<file path="src/rtl/imem_arbiter_if.sv">
// Bus bundle for the instruction-memory arbiter: fetch port, loader port and memory side.
// The slave modport is the arbiter's view; master is the environment driving it.
interface imem_arbiter_if;
  logic        if_req_i;
  logic [31:0] if_addr_i;
  logic        if_gnt_o;
  logic        if_rvalid_o;
  logic [31:0] if_rdata_o;
  logic        if_err_o;

  logic        ld_req_i;
  logic [31:0] ld_addr_i;
  logic [31:0] ld_wdata_i;
  logic        ld_done_i;
  logic        ld_gnt_o;
  logic        ld_err_o;
  logic [11:0] ld_count_o;
  logic        boot_done_o;

  logic        mem_en_o;
  logic        mem_we_o;
  logic [10:0] mem_addr_o;
  logic [31:0] mem_wdata_o;
  logic [31:0] mem_rdata_i;

  modport slave (
    input  if_req_i, if_addr_i,
    output if_gnt_o, if_rvalid_o, if_rdata_o, if_err_o,
    input  ld_req_i, ld_addr_i, ld_wdata_i, ld_done_i,
    output ld_gnt_o, ld_err_o, ld_count_o, boot_done_o,
    output mem_en_o, mem_we_o, mem_addr_o, mem_wdata_o,
    input  mem_rdata_i
  );

  modport master (
    output if_req_i, if_addr_i,
    input  if_gnt_o, if_rvalid_o, if_rdata_o, if_err_o,
    output ld_req_i, ld_addr_i, ld_wdata_i, ld_done_i,
    input  ld_gnt_o, ld_err_o, ld_count_o, boot_done_o,
    input  mem_en_o, mem_we_o, mem_addr_o, mem_wdata_o,
    output mem_rdata_i
  );
endinterface

</file>
<file path="src/rtl/imem_arbiter.sv">
// Arbitrates a single-port instruction memory between a boot loader (writes) and
// instruction fetch (reads); the loader owns the memory until it signals end of image.
module imem_arbiter #(
  parameter int unsigned STARVE_MAX = 4
) (
  input  logic           clk_i,
  input  logic           rst_ni,
  imem_arbiter_if.slave  bus
);

  typedef enum logic {
    BOOT = 1'b0,
    RUN  = 1'b1
  } state_e;

  localparam logic [2:0]  STARVE_LIM = 3'(STARVE_MAX);
  localparam logic [11:0] COUNT_MAX  = 12'd2048;
  localparam logic [31:0] NOP_INSN   = 32'h0000_0013;

  state_e      state_q, state_d;
  logic [2:0]  starve_q, starve_d;
  logic [11:0] ld_count_q, ld_count_d;
  logic        rvalid_q, rvalid_d;
  logic        ferr_q, ferr_d;
  logic        ld_err_q, ld_err_d;

  logic        if_gnt;
  logic        ld_gnt;
  logic        if_in_range;
  logic        ld_in_range;

  assign if_in_range = (bus.if_addr_i[31:13] == 19'd0) && (bus.if_addr_i[1:0] == 2'd0);
  assign ld_in_range = (bus.ld_addr_i[31:13] == 19'd0) && (bus.ld_addr_i[1:0] == 2'd0);

  // Grants are forced low while reset is held so no access leaks out mid-reset.
  always_comb begin
    state_d = state_q;
    if_gnt  = 1'b0;
    ld_gnt  = 1'b0;
    if (rst_ni) begin
      case (state_q)
        BOOT: begin
          ld_gnt = bus.ld_req_i;
          if (bus.ld_done_i) begin
            state_d = RUN;
          end
        end
        RUN: begin
          if (bus.if_req_i && (!bus.ld_req_i || starve_q == STARVE_LIM)) begin
            if_gnt = 1'b1;
          end else begin
            ld_gnt = bus.ld_req_i;
          end
        end
        default: state_d = BOOT;
      endcase
    end
  end

  always_comb begin
    starve_d = starve_q;
    if (!bus.if_req_i || if_gnt) begin
      starve_d = 3'd0;
    end else if (starve_q != STARVE_LIM) begin
      starve_d = starve_q + 3'd1;
    end
  end

  always_comb begin
    ld_count_d = ld_count_q;
    if (ld_gnt && ld_in_range && ld_count_q != COUNT_MAX) begin
      ld_count_d = ld_count_q + 12'd1;
    end
  end

  // Out-of-range fetches are still accepted; they skip the memory and return a NOP with error.
  always_comb begin
    rvalid_d = if_gnt;
    ferr_d   = if_gnt && !if_in_range;
    ld_err_d = ld_gnt && !ld_in_range;
  end

  always_ff @(posedge clk_i or negedge rst_ni) begin
    if (!rst_ni) begin
      state_q    <= BOOT;
      starve_q   <= 3'd0;
      ld_count_q <= 12'd0;
      rvalid_q   <= 1'b0;
      ferr_q     <= 1'b0;
      ld_err_q   <= 1'b0;
    end else begin
      state_q    <= state_d;
      starve_q   <= starve_d;
      ld_count_q <= ld_count_d;
      rvalid_q   <= rvalid_d;
      ferr_q     <= ferr_d;
      ld_err_q   <= ld_err_d;
    end
  end

  assign bus.if_gnt_o    = if_gnt;
  assign bus.ld_gnt_o    = ld_gnt;
  assign bus.mem_en_o    = (if_gnt && if_in_range) || ld_gnt;
  assign bus.mem_we_o    = ld_gnt && ld_in_range;
  assign bus.mem_addr_o  = if_gnt ? bus.if_addr_i[12:2] : bus.ld_addr_i[12:2];
  assign bus.mem_wdata_o = bus.ld_wdata_i;

  assign bus.if_rvalid_o = rvalid_q;
  assign bus.if_err_o    = rvalid_q && ferr_q;
  assign bus.if_rdata_o  = !rvalid_q ? 32'd0 : (ferr_q ? NOP_INSN : bus.mem_rdata_i);

  assign bus.ld_err_o    = ld_err_q;
  assign bus.ld_count_o  = ld_count_q;
  assign bus.boot_done_o = (state_q == RUN);

endmodule

</file>
<file path="src/flat_wrapper.sv">
// flat-port wrapper written by rule: the top's interface ports become plain ports
module imem_arbiter_flat 
#(
  parameter int unsigned STARVE_MAX = 4
)
  (clk_i, rst_ni, bus_if_req_i, bus_if_addr_i, bus_if_gnt_o, bus_if_rvalid_o, bus_if_rdata_o, bus_if_err_o, bus_ld_req_i, bus_ld_addr_i, bus_ld_wdata_i, bus_ld_done_i, bus_ld_gnt_o, bus_ld_err_o, bus_ld_count_o, bus_boot_done_o, bus_mem_en_o, bus_mem_we_o, bus_mem_addr_o, bus_mem_wdata_o, bus_mem_rdata_i);
  imem_arbiter_if bus_i ();
  input  logic clk_i;
  input  logic rst_ni;
  input wire logic [$bits(bus_i.if_req_i)-1:0] bus_if_req_i;
  input wire logic [$bits(bus_i.if_addr_i)-1:0] bus_if_addr_i;
  output wire logic [$bits(bus_i.if_gnt_o)-1:0] bus_if_gnt_o;
  output wire logic [$bits(bus_i.if_rvalid_o)-1:0] bus_if_rvalid_o;
  output wire logic [$bits(bus_i.if_rdata_o)-1:0] bus_if_rdata_o;
  output wire logic [$bits(bus_i.if_err_o)-1:0] bus_if_err_o;
  input wire logic [$bits(bus_i.ld_req_i)-1:0] bus_ld_req_i;
  input wire logic [$bits(bus_i.ld_addr_i)-1:0] bus_ld_addr_i;
  input wire logic [$bits(bus_i.ld_wdata_i)-1:0] bus_ld_wdata_i;
  input wire logic [$bits(bus_i.ld_done_i)-1:0] bus_ld_done_i;
  output wire logic [$bits(bus_i.ld_gnt_o)-1:0] bus_ld_gnt_o;
  output wire logic [$bits(bus_i.ld_err_o)-1:0] bus_ld_err_o;
  output wire logic [$bits(bus_i.ld_count_o)-1:0] bus_ld_count_o;
  output wire logic [$bits(bus_i.boot_done_o)-1:0] bus_boot_done_o;
  output wire logic [$bits(bus_i.mem_en_o)-1:0] bus_mem_en_o;
  output wire logic [$bits(bus_i.mem_we_o)-1:0] bus_mem_we_o;
  output wire logic [$bits(bus_i.mem_addr_o)-1:0] bus_mem_addr_o;
  output wire logic [$bits(bus_i.mem_wdata_o)-1:0] bus_mem_wdata_o;
  input wire logic [$bits(bus_i.mem_rdata_i)-1:0] bus_mem_rdata_i;
  assign bus_i.if_req_i = bus_if_req_i;
  assign bus_i.if_addr_i = bus_if_addr_i;
  assign bus_if_gnt_o = bus_i.if_gnt_o;
  assign bus_if_rvalid_o = bus_i.if_rvalid_o;
  assign bus_if_rdata_o = bus_i.if_rdata_o;
  assign bus_if_err_o = bus_i.if_err_o;
  assign bus_i.ld_req_i = bus_ld_req_i;
  assign bus_i.ld_addr_i = bus_ld_addr_i;
  assign bus_i.ld_wdata_i = bus_ld_wdata_i;
  assign bus_i.ld_done_i = bus_ld_done_i;
  assign bus_ld_gnt_o = bus_i.ld_gnt_o;
  assign bus_ld_err_o = bus_i.ld_err_o;
  assign bus_ld_count_o = bus_i.ld_count_o;
  assign bus_boot_done_o = bus_i.boot_done_o;
  assign bus_mem_en_o = bus_i.mem_en_o;
  assign bus_mem_we_o = bus_i.mem_we_o;
  assign bus_mem_addr_o = bus_i.mem_addr_o;
  assign bus_mem_wdata_o = bus_i.mem_wdata_o;
  assign bus_i.mem_rdata_i = bus_mem_rdata_i;
  imem_arbiter #(.STARVE_MAX(STARVE_MAX)) u_core (.clk_i(clk_i), .rst_ni(rst_ni), .bus(bus_i));
endmodule
</file>
<file path="config.mk">
export PLATFORM = sky130hd
export DESIGN_NAME = imem_arbiter_flat
export DESIGN_NICKNAME = d
export VERILOG_FILES = /design/src/rtl/imem_arbiter_if.sv /design/src/rtl/imem_arbiter.sv /design/src/flat_wrapper.sv
export SDC_FILE = /design/constraint.sdc
export NUM_CORES = 1
export LEC_CHECK = 0
export ABC_AREA = 1
export BUFFER_PORTS_ARGS = -buffer_cell sky130_fd_sc_hd__buf_4
export CAP_MARGIN = 10
export CORE_AREA = 2 2 88 90
export DETAILED_ROUTE_END_ITERATION = 10
export DIE_AREA = 0 0 90 92
export GPL_TIMING_DRIVEN = 0
export PLACE_DENSITY = 0.67
export SLEW_MARGIN = 20
export SYNTH_ARGS = -nofsm -noshare
export SYNTH_HDL_FRONTEND = slang
export SYNTH_SLANG_ARGS = --single-unit
</file>
<file path="constraint.sdc">
create_clock -name clk_i -period 2.45 [get_ports clk_i]
set_input_delay 0 -clock clk_i [delete_from_list [all_inputs] [get_ports clk_i]]
set_output_delay 0 -clock clk_i [all_outputs]
set_load 0.05 [all_outputs]
</file>
==> results.ini, run 1 <==
[run_status]
run_status = finished clean

[die]
core_mm2 = 0.00745
start_util = 0.263
io_pins = 228
floorplan.die.height_um = 92
die_area_mm2 = 0.00828
die_w_um = 90
placementRows = 32

[logic_synthesis]
syn_nets = 464
number_of_storage_elements_in_the_synthesis_netlist = 19
dominantRegCellSynth = dfrtp_1
ys_warn_count = 0
async_set_or_reset_flop_fraction_in_the_synthesized_netlist = 1.00
synthDominantCellAreaShare = 0.243
ys_seq_area_frac = 0.243
library_cell_with_the_largest_summed_area_after_synthesis = dfrtp_1
syn_avg_cell_area_um2 = 5.98
post_synth_most_frequent_cells = 102 x nand2_1, 58 x nor2_1, 47 x inv_1, 34 x buf_4, 19 x dfrtp_1
cell_with_the_most_instances_after_synthesis = nand2_1
synth_area_leaders = dfrtp_1 24%, nand2_1 20%, buf_4 13%, nor2_1 11%, inv_1 9.0%
number_of_enable_type_register_cells_in_the_synthesized_netlist = 0
synthesis.area_mm2 = 0.00196
postSynthCellCount = 327
synth_cell_type_count = 25

[timing]
summed_negative_setup_slack_over_all_endpoints_ns = 0
setup_repair_after_global_routing_missed_its_margin = false
setup-violations-final = 0
period_share = 0.785
achievable-frequency_ghz = 0.520
worstMarginPinSlew_ns = 0.376
hold_violations = 0
period_minus_slack_ns = 1.92
slew-limit-headroom = 0.749
hold-worst-slack_ns = 0.0443
fin_skew_ns = 0.00493
report.final.slew_viol_count = 0

[detailed_routing]
avgViaCountPerCell = 4.06
drt-wirelength-per-cell_um = 10.8
detail_route.wirelength_um = 6780
ant_nets = 0
drc = 0
vias = 2558
detailedRoute.firstIterationViolations = 56
pre_repair_dr_iteration_count = 4

[critical_path]
critPathBufInv = 4
worst_path_dominant_cell_family = buffers and inverters
path_common_cell = nand2_1
rr_worst_depth = 11
path_depth = 11
ff2ff_setup_slack_ns = 0.87
crit_path_end_kind = output port
critical_path.reg2reg.startpoint = u_core.starve_q[0]$_DFFE_PN0P_
critical-path-max-stage-delay_ns = 0.38
crit_end = bus_mem_addr_o[2]
crit_start = u_core.starve_q[0]$_DFFE_PN0P_
startpoint_type = register
critPathSlowestCell = dfrtp_1
critPathKind = reg2out
crit_path_max_fanout = 10
rr_endpoint = u_core.bus.ld_count_o[7]$_DFFE_PN0P_
critical_path.cell_chain = inv_1 -> ha_1 -> nand2_2 -> nand2_1 -> nand2_2 -> nor2_2 -> inv_2 -> buf_2 -> nand2_1 -> nand2_1 -> buf_4
worstPathArrival_ns = 1.92
worst-endpoint-required_ns = 2.45

[global_routing]
grt-busiest-layer = met2
global_route_wire_length_before_repair_um = 10800
grt_antenna_before_repair = 0
largest_net_degree_at_the_start_of_global_routing = 23
grt_util_all_layers = 0.154
grt.met3_usage = 0.0411
grt.overflow.total = 0
grt_pass1_vias = 2398
globalRouteMet2Util = 0.285
groute.layer.met1.usage = 0.175

[power]
switching_power_of_the_nets_mw = 0.487
p_sw_frac = 0.411
p_clk_frac = 0.187
p_leak_nw = 2.19
power.share.combinational = 0.530
power.density_mw_per_mm2 = 328
worst_ir_drop_vdd_mv = 0.207
intPower_mw = 0.698
power.sequential.fraction = 0.284

[layout]
antenna_cell_count = 0
design.final.nets = 666
fin_util = 0.485
layout_area_growth_over_synthesis_pct = 84.7
layout_cell_share_with_drive_strength_beyond_1 = 0.481

[clocking]
cts_tree = yes
path_clk_slew_ns = 0.07
numCtsBuffers = 3
cts_num_sinks = 19
clock_tree.htree_level_count = 1
cts_buffer_depth = 2
post_cts_resize_count = 0
clk-insertion-delay-late_ns = 0.26
master_cell_of_the_clock_root_buffer = clkbuf_8

[placement]
buffer_ports.inserted = 195
routabilityCongestion = 0.835
hpwlAfterDp_um = 5760

[worst_hold_path]
hold-path-cell-count = 3
holdCritPathClass = in2reg

[run]
drv.max_cap_violation_count = 0

## kinds of logic (layout without fill, tap and decap cells)
| group | count (synthesis) | after routing | share of synthesized area |
|---|---|---|---|
| adders and majority gates | 4 | 4 | 0.0256 |
| AOI/OAI and AO/OA | 4 | 4 | 0.0115 |
| DFF | 19 | 19 | 0.243 |
| xor gates and xnor gates | 9 | 9 | 0.0403 |
| and+or+nand+nor | 201 | 201 | 0.433 |
| buffers and inverters | 90 | 291 | 0.247 |
## area by class of cell
cell class | instances | area (µm²)
Sequential cell | 19 | 475
Inverter | 50 | 188
Fill cell | 762 | 3830
Timing Repair Buffer | 197 | 1480
Clock buffer | 3 | 41.3
Buffer | 40 | 295
Tap cell | 102 | 128
Multi-Input combinational cell | 218 | 998
Clock inverter | 1 | 5.00
## placed cells by master, fill, tap and decap left out
master / synthesis / routed
a21oi_1: 2 / 2
clkbuf_1: 1 / 1
inv_2: 3 / 3
a21o_1: 1 / 1
xnor2_1: 4 / 4
clkbuf_8: 0 / 3
dlygate4sd3_1: 0 / 2
nand2_2: 2 / 2
nand2_1: 102 / 102
clkinv_2: 0 / 1
or2_1: 1 / 1
ha_1: 4 / 4
xor2_1: 5 / 5
dfrtp_1: 19 / 19
nor3_1: 4 / 4
buf_4: 34 / 229
inv_1: 47 / 47
buf_1: 1 / 1
or2_2: 2 / 2
buf_2: 2 / 2
nor2_4: 1 / 1
nand3_2: 3 / 3
o21ai_1: 1 / 1
nand4_1: 5 / 5
nor2_2: 6 / 6
buf_6: 2 / 2
nor2_1: 58 / 58
nand3_1: 17 / 17
## registers in the layout, indices dropped and copies added, names as in the netlist
signal and flops:
u_core.bus.boot_done_o 1, u_core.bus.if_rvalid_o 1, u_core.bus.ld_count_o 12, u_core.bus.ld_err_o 1, u_core.ferr_q 1, u_core.starve_q 3
## worst reg2reg max path, cell delays in order, from the launching register on
cell	delay (ns)
dfrtp_1	0.35
inv_1	0.07
ha_1	0.22
nand2_2	0.10
nand2_1	0.07
nand2_2	0.08
nand3_2	0.12
inv_2	0.10
nand3_2	0.10
buf_6	0.16
nand2_1	0.06
nand2_1	0.05
## worst min-delay path by stage
stage                       startpoint                              endpoint  slack [ns]
final                     bus_if_req_i        u_core.starve_q[0]$_DFFE_PN0P_        0.04
after global routing      bus_if_req_i        u_core.starve_q[0]$_DFFE_PN0P_        0.06
after CTS                 bus_if_req_i        u_core.starve_q[0]$_DFFE_PN0P_        0.04
after detailed placement        rst_ni  u_core.bus.ld_count_o[5]$_DFFE_PN0P_       -0.09
after global placement          rst_ni  u_core.bus.ld_count_o[2]$_DFFE_PN0P_       -0.09
after floorplan                 rst_ni    u_core.bus.boot_done_o$_DFFE_PN0P_       -0.30
## what timing repair did
item                                    4_1_cts  5_1_grt
endpoints found under the setup margin        0        0
setup buffers                                 0        0
endpoints found under the hold margin        20        0
hold buffers                                  2        0
## stage by stage
| stage | cell area [µm²] | worst slack, ns | power (mW) | std cells |
|---|---|---|---|---|
| 2_1_floorplan | 1960 | 0.624 | 0.718 | 327 |
| 3_3_place_gp | 3550 | 0.853 | 0.963 | 624 |
| 3_5_place_dp | 3550 | 0.799 | 0.971 | 624 |
| 4_1_cts | 3610 | 0.505 | 1.20 | 630 |
| 5_1_grt | 3610 | 0.338 | 1.25 | 630 |
| 6_report | 3610 | 0.526 | 1.18 | 630 |
## per-layer routing
layer | part of all wire | vias up
met1 | 0.39 | 1089
li1 | - | 1335
met2 | 0.51 | 128
met3 | 0.093 | 6
met5 | 0 | -
met4 | 0.010 | 0
## power groups by stage
| stage | combinational [mW] | sequential, mW | clock, mW |
|---|---|---|---|
| final | 0.628 | 0.336 | 0.221 |
| after global routing | 0.672 | 0.337 | 0.243 |
| after CTS | 0.633 | 0.336 | 0.230 |
| after detailed placement | 0.629 | 0.342 | 0 |
| after global placement | 0.621 | 0.342 | 0 |
| after floorplan | 0.371 | 0.347 | 0 |
(Power assumes the default switching activity.)
==> run 2: changes to the inputs <==
--- a/config.mk
+++ b/config.mk
@@ -12,7 +12,7 @@
 export DETAILED_ROUTE_END_ITERATION = 10
 export DIE_AREA = 0 0 90 92
 export GPL_TIMING_DRIVEN = 0
-export PLACE_DENSITY = 0.67
+export PLACE_DENSITY = 0.69
 export SLEW_MARGIN = 20
 export SYNTH_ARGS = -nofsm -noshare
 export SYNTH_HDL_FRONTEND = slang
==> constraint.sdc (replaced) <==
create_clock -name clk_i -period 1.77 [get_ports clk_i]
set_input_delay 0 -clock clk_i [delete_from_list [all_inputs] [get_ports clk_i]]
set_output_delay 0 -clock clk_i [all_outputs]
set_load 0.05 [all_outputs]
==> results.ini, run 2 (same netlist as run 1, synthesis figures left out) <==
[global_routing]
grt_pass1_vias = 2425
grt.overflow.total = 0
grt_util_all_layers = 0.161
global_route_wire_length_before_repair_um = 11200
grt_antenna_before_repair = 0
largest_net_degree_at_the_start_of_global_routing = 23

[die]
die_w_um = 90
io_pins = 228
core_mm2 = 0.00745
start_util = 0.263
placementRows = 32
die_area_mm2 = 0.00828
floorplan.die.height_um = 92

[detailed_routing]
detailedRoute.firstIterationViolations = 73
pre_repair_dr_iteration_count = 4
vias = 2620
drt-wirelength-per-cell_um = 11.5
ant_nets = 0
drc = 0
avgViaCountPerCell = 4.12
detail_route.wirelength_um = 7310

[power]
power.share.combinational = 0.549
intPower_mw = 1.02
worst_ir_drop_vdd_mv = 0.229
p_clk_frac = 0.181
switching_power_of_the_nets_mw = 0.708
power.density_mw_per_mm2 = 460
p_sw_frac = 0.410
p_leak_nw = 2.25
power.sequential.fraction = 0.270

[clocking]
clock_tree.htree_level_count = 1
clk-insertion-delay-late_ns = 0.26
numCtsBuffers = 3
cts_buffer_depth = 2
cts_tree = yes
path_clk_slew_ns = 0.07
master_cell_of_the_clock_root_buffer = clkbuf_8
cts_num_sinks = 19

[critical_path]
worstPathArrival_ns = 1.70
worst-endpoint-required_ns = 1.77
crit_start = u_core.starve_q[1]$_DFFE_PN0P_
startpoint_type = register
crit_path_end_kind = output port
critical_path.reg2reg.startpoint = u_core.starve_q[1]$_DFFE_PN0P_
crit_path_max_fanout = 11
critPathKind = reg2out

[timing]
setup-violations-final = 0
report.final.slew_viol_count = 0
slew-limit-headroom = 0.753
fin_skew_ns = 0.00624
setup_repair_after_global_routing_missed_its_margin = true
hold_violations = 0
period_minus_slack_ns = 1.70
period_share = 0.962
achievable-frequency_ghz = 0.587
hold-worst-slack_ns = 0.0433
worstMarginPinSlew_ns = 0.371

[layout]
largest_register_ffs = 12
design.final.nets = 672
layout_area_growth_over_synthesis_pct = 91.9
post_route_insts_no_fill = 636
layout_cell_share_with_drive_strength_beyond_1 = 0.504
antenna_cell_count = 0
mostFrequentLayoutCell = buf_4
final.fill_count = 759
fin_util = 0.504
layout.cells.most_common_list = 226 x buf_4, 97 x nand2_1, 58 x nor2_1, 45 x inv_1, 19 x dfrtp_1

[placement]
hpwlAfterDp_um = 6080
routabilityCongestion = 0.846
buffer_ports.inserted = 195
dpl.cell_count = 624

[worst_hold_path]
holdCritPathClass = in2reg
hold_start = bus_if_req_i

[run_status]
run_status = finished clean

[run]
drv.max_cap_violation_count = 0

## run 2: area by class of cell
type	count	area, µm²	area share
plain buffers	39	302	0.0803
repair buffers	204	1570	0.419
flip-flops and latches	19	475	0.127
inverters	50	190	0.0506
multi-input cells	218	1040	0.277
clock buffers	4	45.0	0.0120
well taps	102	128	0.0340
## run 2: worst paths after layout
kind                       slack, ns  cells past startpoint                                     to
setup / recovery                0.07                     10                      bus_mem_addr_o[4]
hold / removal                  0.04                      3         u_core.starve_q[0]$_DFFE_PN0P_
setup reg to reg                0.26                     11   u_core.bus.ld_count_o[3]$_DFFE_PN0P_
hold reg to reg                 0.52                      1     u_core.bus.boot_done_o$_DFFE_PN0P_
max in group asynchronous       1.36                      2     u_core.bus.boot_done_o$_DFFE_PN0P_
min in group asynchronous       0.17                      2  u_core.bus.ld_count_o[10]$_DFFE_PN0P_
## run 2: what timing repair did
action | in CTS | in global routing
endpoints found under the setup margin | 13 | 14
buffers inserted | 3 | 3
gates resized for setup | 12 | 16
hold buffers | 2 | 0
hold endpoints to repair | 20 | 0
pin swaps | 1 | 3
gates cloned | 0 | 1
## run 2: power by group through the flow
stage	logic (mW)	clock network, mW	registers [mW]
after global placement	0.863	0	0.473
after detailed placement	0.873	0	0.474
final	0.949	0.312	0.467
after floorplan	0.514	0	0.480
after global routing	1.01	0.341	0.470
after CTS	0.917	0.318	0.465
## run 2: per-stage QoR
step                      total power [mW]  cell area [µm²]  setup slack, ns  setup TNS (ns)
final                                 1.73             3760           0.0677               0
after global routing                  1.82             3760          -0.0150         -0.0548
after CTS                             1.70             3690           0.0144               0
after detailed placement              1.35             3550            0.111               0
after global placement                1.34             3550            0.133               0
after floorplan                      0.994             1960          -0.0564          -0.564
## run 2: critical path, cell delays in order (launching register included)
cell     delay, ns
dfrtp_1       0.40
inv_2         0.08
ha_4          0.15
nand2_4       0.06
nand2_2       0.08
nand2_4       0.06
nor2_4        0.13
buf_6         0.16
nand2_1       0.08
nand2_2       0.09
buf_6         0.16
## run 2: routing by layer
metal,global-route usage,up-vias,part of all wire
met5,0,-,0
met4,0.0462,0,0.0073
met3,0.0518,4,0.095
met2,0.294,135,0.52
met1,0.180,1132,0.38
li1,-,1349,-
==> run 3: changes to the inputs <==
--- a/config.mk
+++ b/config.mk
@@ -5,14 +5,14 @@
 export SDC_FILE = /design/constraint.sdc
 export NUM_CORES = 1
 export LEC_CHECK = 0
-export ABC_AREA = 1
 export BUFFER_PORTS_ARGS = -buffer_cell sky130_fd_sc_hd__buf_4
 export CAP_MARGIN = 10
 export CORE_AREA = 2 2 88 90
 export DETAILED_ROUTE_END_ITERATION = 10
 export DIE_AREA = 0 0 90 92
 export GPL_TIMING_DRIVEN = 0
-export PLACE_DENSITY = 0.69
+export PLACE_DENSITY = 0.65
+export SETUP_SLACK_MARGIN = 0.15
 export SLEW_MARGIN = 20
 export SYNTH_ARGS = -nofsm -noshare
 export SYNTH_HDL_FRONTEND = slang
==> results.ini, run 3 <==
[layout]
final.fill_count = 749
mostFrequentLayoutCell = buf_4
postLayoutCellArea_mm2 = 0.00372
antenna_cell_count = 0
largest_register_ffs = 12
design.final.nets = 540
layout_area_growth_over_synthesis_pct = 122
layout_cell_share_with_drive_strength_beyond_1 = 0.719
fin_util = 0.500
layout.cells.most_common_list = 225 x buf_4, 30 x and2_1, 17 x buf_6, 14 x dfrtp_1, 11 x xnor2_1

[critical_path]
crit_path_end_kind = output port
worst_path_dominant_cell_family = buffers and inverters
rr_worst_depth = 10
path_common_cell = buf_8
rr_endpoint = u_core.bus.ld_count_o[11]$_DFFE_PN0P_
critPathKind = reg2out
critical_path.reg2reg.startpoint = u_core.starve_q[1]$_DFFE_PN0P_
ff2ff_setup_slack_ns = 0.02
worst-endpoint-required_ns = 1.77
startpoint_type = register
critPathSlowestCell = dfrtp_1
critPathBufInv = 4
critical-path-max-stage-delay_ns = 0.39
worstPathArrival_ns = 1.79
critical_path.cell_chain = inv_2 -> ha_4 -> nand2_4 -> a21oi_4 -> buf_6 -> buf_8 -> mux2_4 -> buf_8
crit_path_max_fanout = 5

[detailed_routing]
detailedRoute.firstIterationViolations = 56
avgViaCountPerCell = 4.18
pre_repair_dr_iteration_count = 4
ant_nets = 0
drt-wirelength-per-cell_um = 13.9
vias = 2107
drc = 0
detail_route.wirelength_um = 6980

[placement]
hpwlAfterDp_um = 5830
buffer_ports.inserted = 195
routabilityCongestion = 0.757
placed_cell_area_mm2 = 0.00333
preCtsSetupSlack_ns = -0.0308

[logic_synthesis]
synth_area_leaders = dfrtp_1 28%, buf_4 14%, and2_1 12%, xnor2_1 5.8%, mux2_2 5.4%
library_cell_with_the_largest_summed_area_after_synthesis = dfrtp_1
number_of_enable_type_register_cells_in_the_synthesized_netlist = 0
postSynthCellCount = 182
number_of_storage_elements_in_the_synthesis_netlist = 19
syn_nets = 319
ys_warn_count = 0
syn_avg_cell_area_um2 = 9.21
post_synth_most_frequent_cells = 32 x buf_4, 31 x and2_1, 19 x dfrtp_1, 11 x xnor2_1, 9 x nand2_1
synthesis.area_mm2 = 0.00168
ys_seq_area_frac = 0.284
synth_cell_type_count = 33
async_set_or_reset_flop_fraction_in_the_synthesized_netlist = 1.00
cell_with_the_most_instances_after_synthesis = buf_4
synthDominantCellAreaShare = 0.284
dominantRegCellSynth = dfrtp_1

[die]
placementRows = 32
floorplan.die.height_um = 92
start_util = 0.225
core_mm2 = 0.00745
io_pins = 228
die_area_mm2 = 0.00828
die_w_um = 90

[timing]
worst_slack_ns = -0.0184
setup-violations-final = 7
period_share = 1.01
period_minus_slack_ns = 1.79
worstMarginPinSlew_ns = 0.900
hold-worst-slack_ns = 0.0202
slew-limit-headroom = 0.398
hold_violations = 0
achievable-frequency_ghz = 0.559
report.final.slew_viol_count = 0
fin_skew_ns = 0.00143
setup_repair_after_global_routing_missed_its_margin = true

[clocking]
clk-insertion-delay-late_ns = 0.25
numCtsBuffers = 3
cts_num_sinks = 19
cts_buffer_depth = 2
clock_tree.htree_level_count = 1
path_clk_slew_ns = 0.08
master_cell_of_the_clock_root_buffer = clkbuf_8
cts_tree = yes

[global_routing]
grt_pass1_vias = 2160
globalRouteMet2Util = 0.306
grt.overflow.total = 0
groute.layer.met1.usage = 0.183
largest_net_degree_at_the_start_of_global_routing = 20
grt.met3_usage = 0.0394
grt_util_all_layers = 0.160
grt_antenna_before_repair = 0
global_route_wire_length_before_repair_um = 10800
grt-busiest-layer = met2

[worst_hold_path]
whs_endpoint = u_core.bus.boot_done_o$_DFFE_PN0P_
holdCritPathClass = in2reg
hold_start = rst_ni
hold-path-cell-count = 2

[run]
drv.max_cap_violation_count = 0

[power]
p_clk_frac = 0.184
power.share.combinational = 0.545
p_sw_frac = 0.385
power.sequential.fraction = 0.271
power.density_mw_per_mm2 = 451
p_total_mw = 1.68
worst_ir_drop_vdd_mv = 0.186
switching_power_of_the_nets_mw = 0.647
intPower_mw = 1.03
p_leak_nw = 1.96

[run_status]
run_status = complete, but fails checks
failing_checks = negative setup slack

## run 3: cell count changes after synthesis, sizes merged, moves of 6 or more
cell,delta
nand2,-94
nor2,-59
inv,-45
and2,+31
mux2,+12
nand3,-12
nor4,+9
xnor2,+7
buf,-6
## run 3: how the worst max path moves through the flow
stage                                              start                               endpoint  slack [ns]  cells after the start
final                     u_core.starve_q[0]$_DFFE_PN0P_                      bus_mem_addr_o[4]       -0.02                      8
after global routing      u_core.starve_q[0]$_DFFE_PN0P_                      bus_mem_addr_o[8]       -0.12                      8
after CTS                 u_core.starve_q[0]$_DFFE_PN0P_                      bus_mem_addr_o[4]       -0.07                      8
after detailed placement  u_core.starve_q[0]$_DFFE_PN0P_  u_core.bus.ld_count_o[11]$_DFFE_PN0P_       -0.03                      7
after global placement    u_core.starve_q[0]$_DFFE_PN0P_  u_core.bus.ld_count_o[11]$_DFFE_PN0P_       0.004                      7
after floorplan           u_core.starve_q[0]$_DFFE_PN0P_   u_core.bus.ld_count_o[1]$_DFFE_PN0P_       -0.08                      7
## run 3: power groups by stage
stage | Sequential (mW) | Combinational, mW | Clock (mW)
after detailed placement | 0.465 | 0.816 | 0
after floorplan | 0.471 | 0.464 | 0
after global routing | 0.457 | 0.963 | 0.346
after CTS | 0.454 | 0.904 | 0.326
final | 0.455 | 0.915 | 0.308
after global placement | 0.465 | 0.807 | 0
## run 3: area by class of cell
| type | count | area [µm²] | area share |
|---|---|---|---|
| Timing Repair Buffer | 216 | 1750 | 0.469 |
| Multi-Input combinational cell | 122 | 1030 | 0.276 |
| Sequential cell | 19 | 482 | 0.129 |
| Buffer | 36 | 274 | 0.0736 |
| Tap cell | 102 | 128 | 0.0343 |
| Clock buffer | 3 | 41.3 | 0.0111 |
| Inverter | 5 | 21.3 | 0.00571 |
| Clock inverter | 1 | 5.00 | 0.00134 |
## run 3: through the flow
stage                     setup TNS [ns]  cells
after floorplan                  -0.0783    182
after global placement                 0    479
after detailed placement          -0.113    479
after CTS                         -0.560    501
after global routing               -1.78    504
final                            -0.0870    504
## run 3: worst reg2reg max path: cells and delay by family, from the launching register on
family                     cells  cell delay, ns
xor gates and xnor gates       1            0.16
adders and majority gates      1            0.16
buffers and inverters          4            0.44
DFF                            1            0.37
and+or+nand+nor                4            0.52
## run 3: kinds of logic after synthesis
family | synth area share
buf+inv | 0.164
compound gates | 0.0261
mux | 0.0829
fa+ha+maj | 0.0299
xor+xnor | 0.0627
simple gates | 0.350
flops | 0.284
## run 3: layer usage
layer,share of wire,vias up
li1,-,1024
met1,0.36,956
met2,0.54,125
met3,0.094,2
met4,0.0039,0
met5,0,-
## run 3: timing repair
| item | CTS | global route |
|---|---|---|
| pin swaps | 5 | 1 |
| hold endpoints to repair | 20 | 0 |
| resized for setup | 28 | 18 |
| buffers inserted | 15 | 3 |
| cloned | 1 | 0 |
| hold buffers | 2 | 0 |
| endpoints found under the setup margin | 35 | 47 |
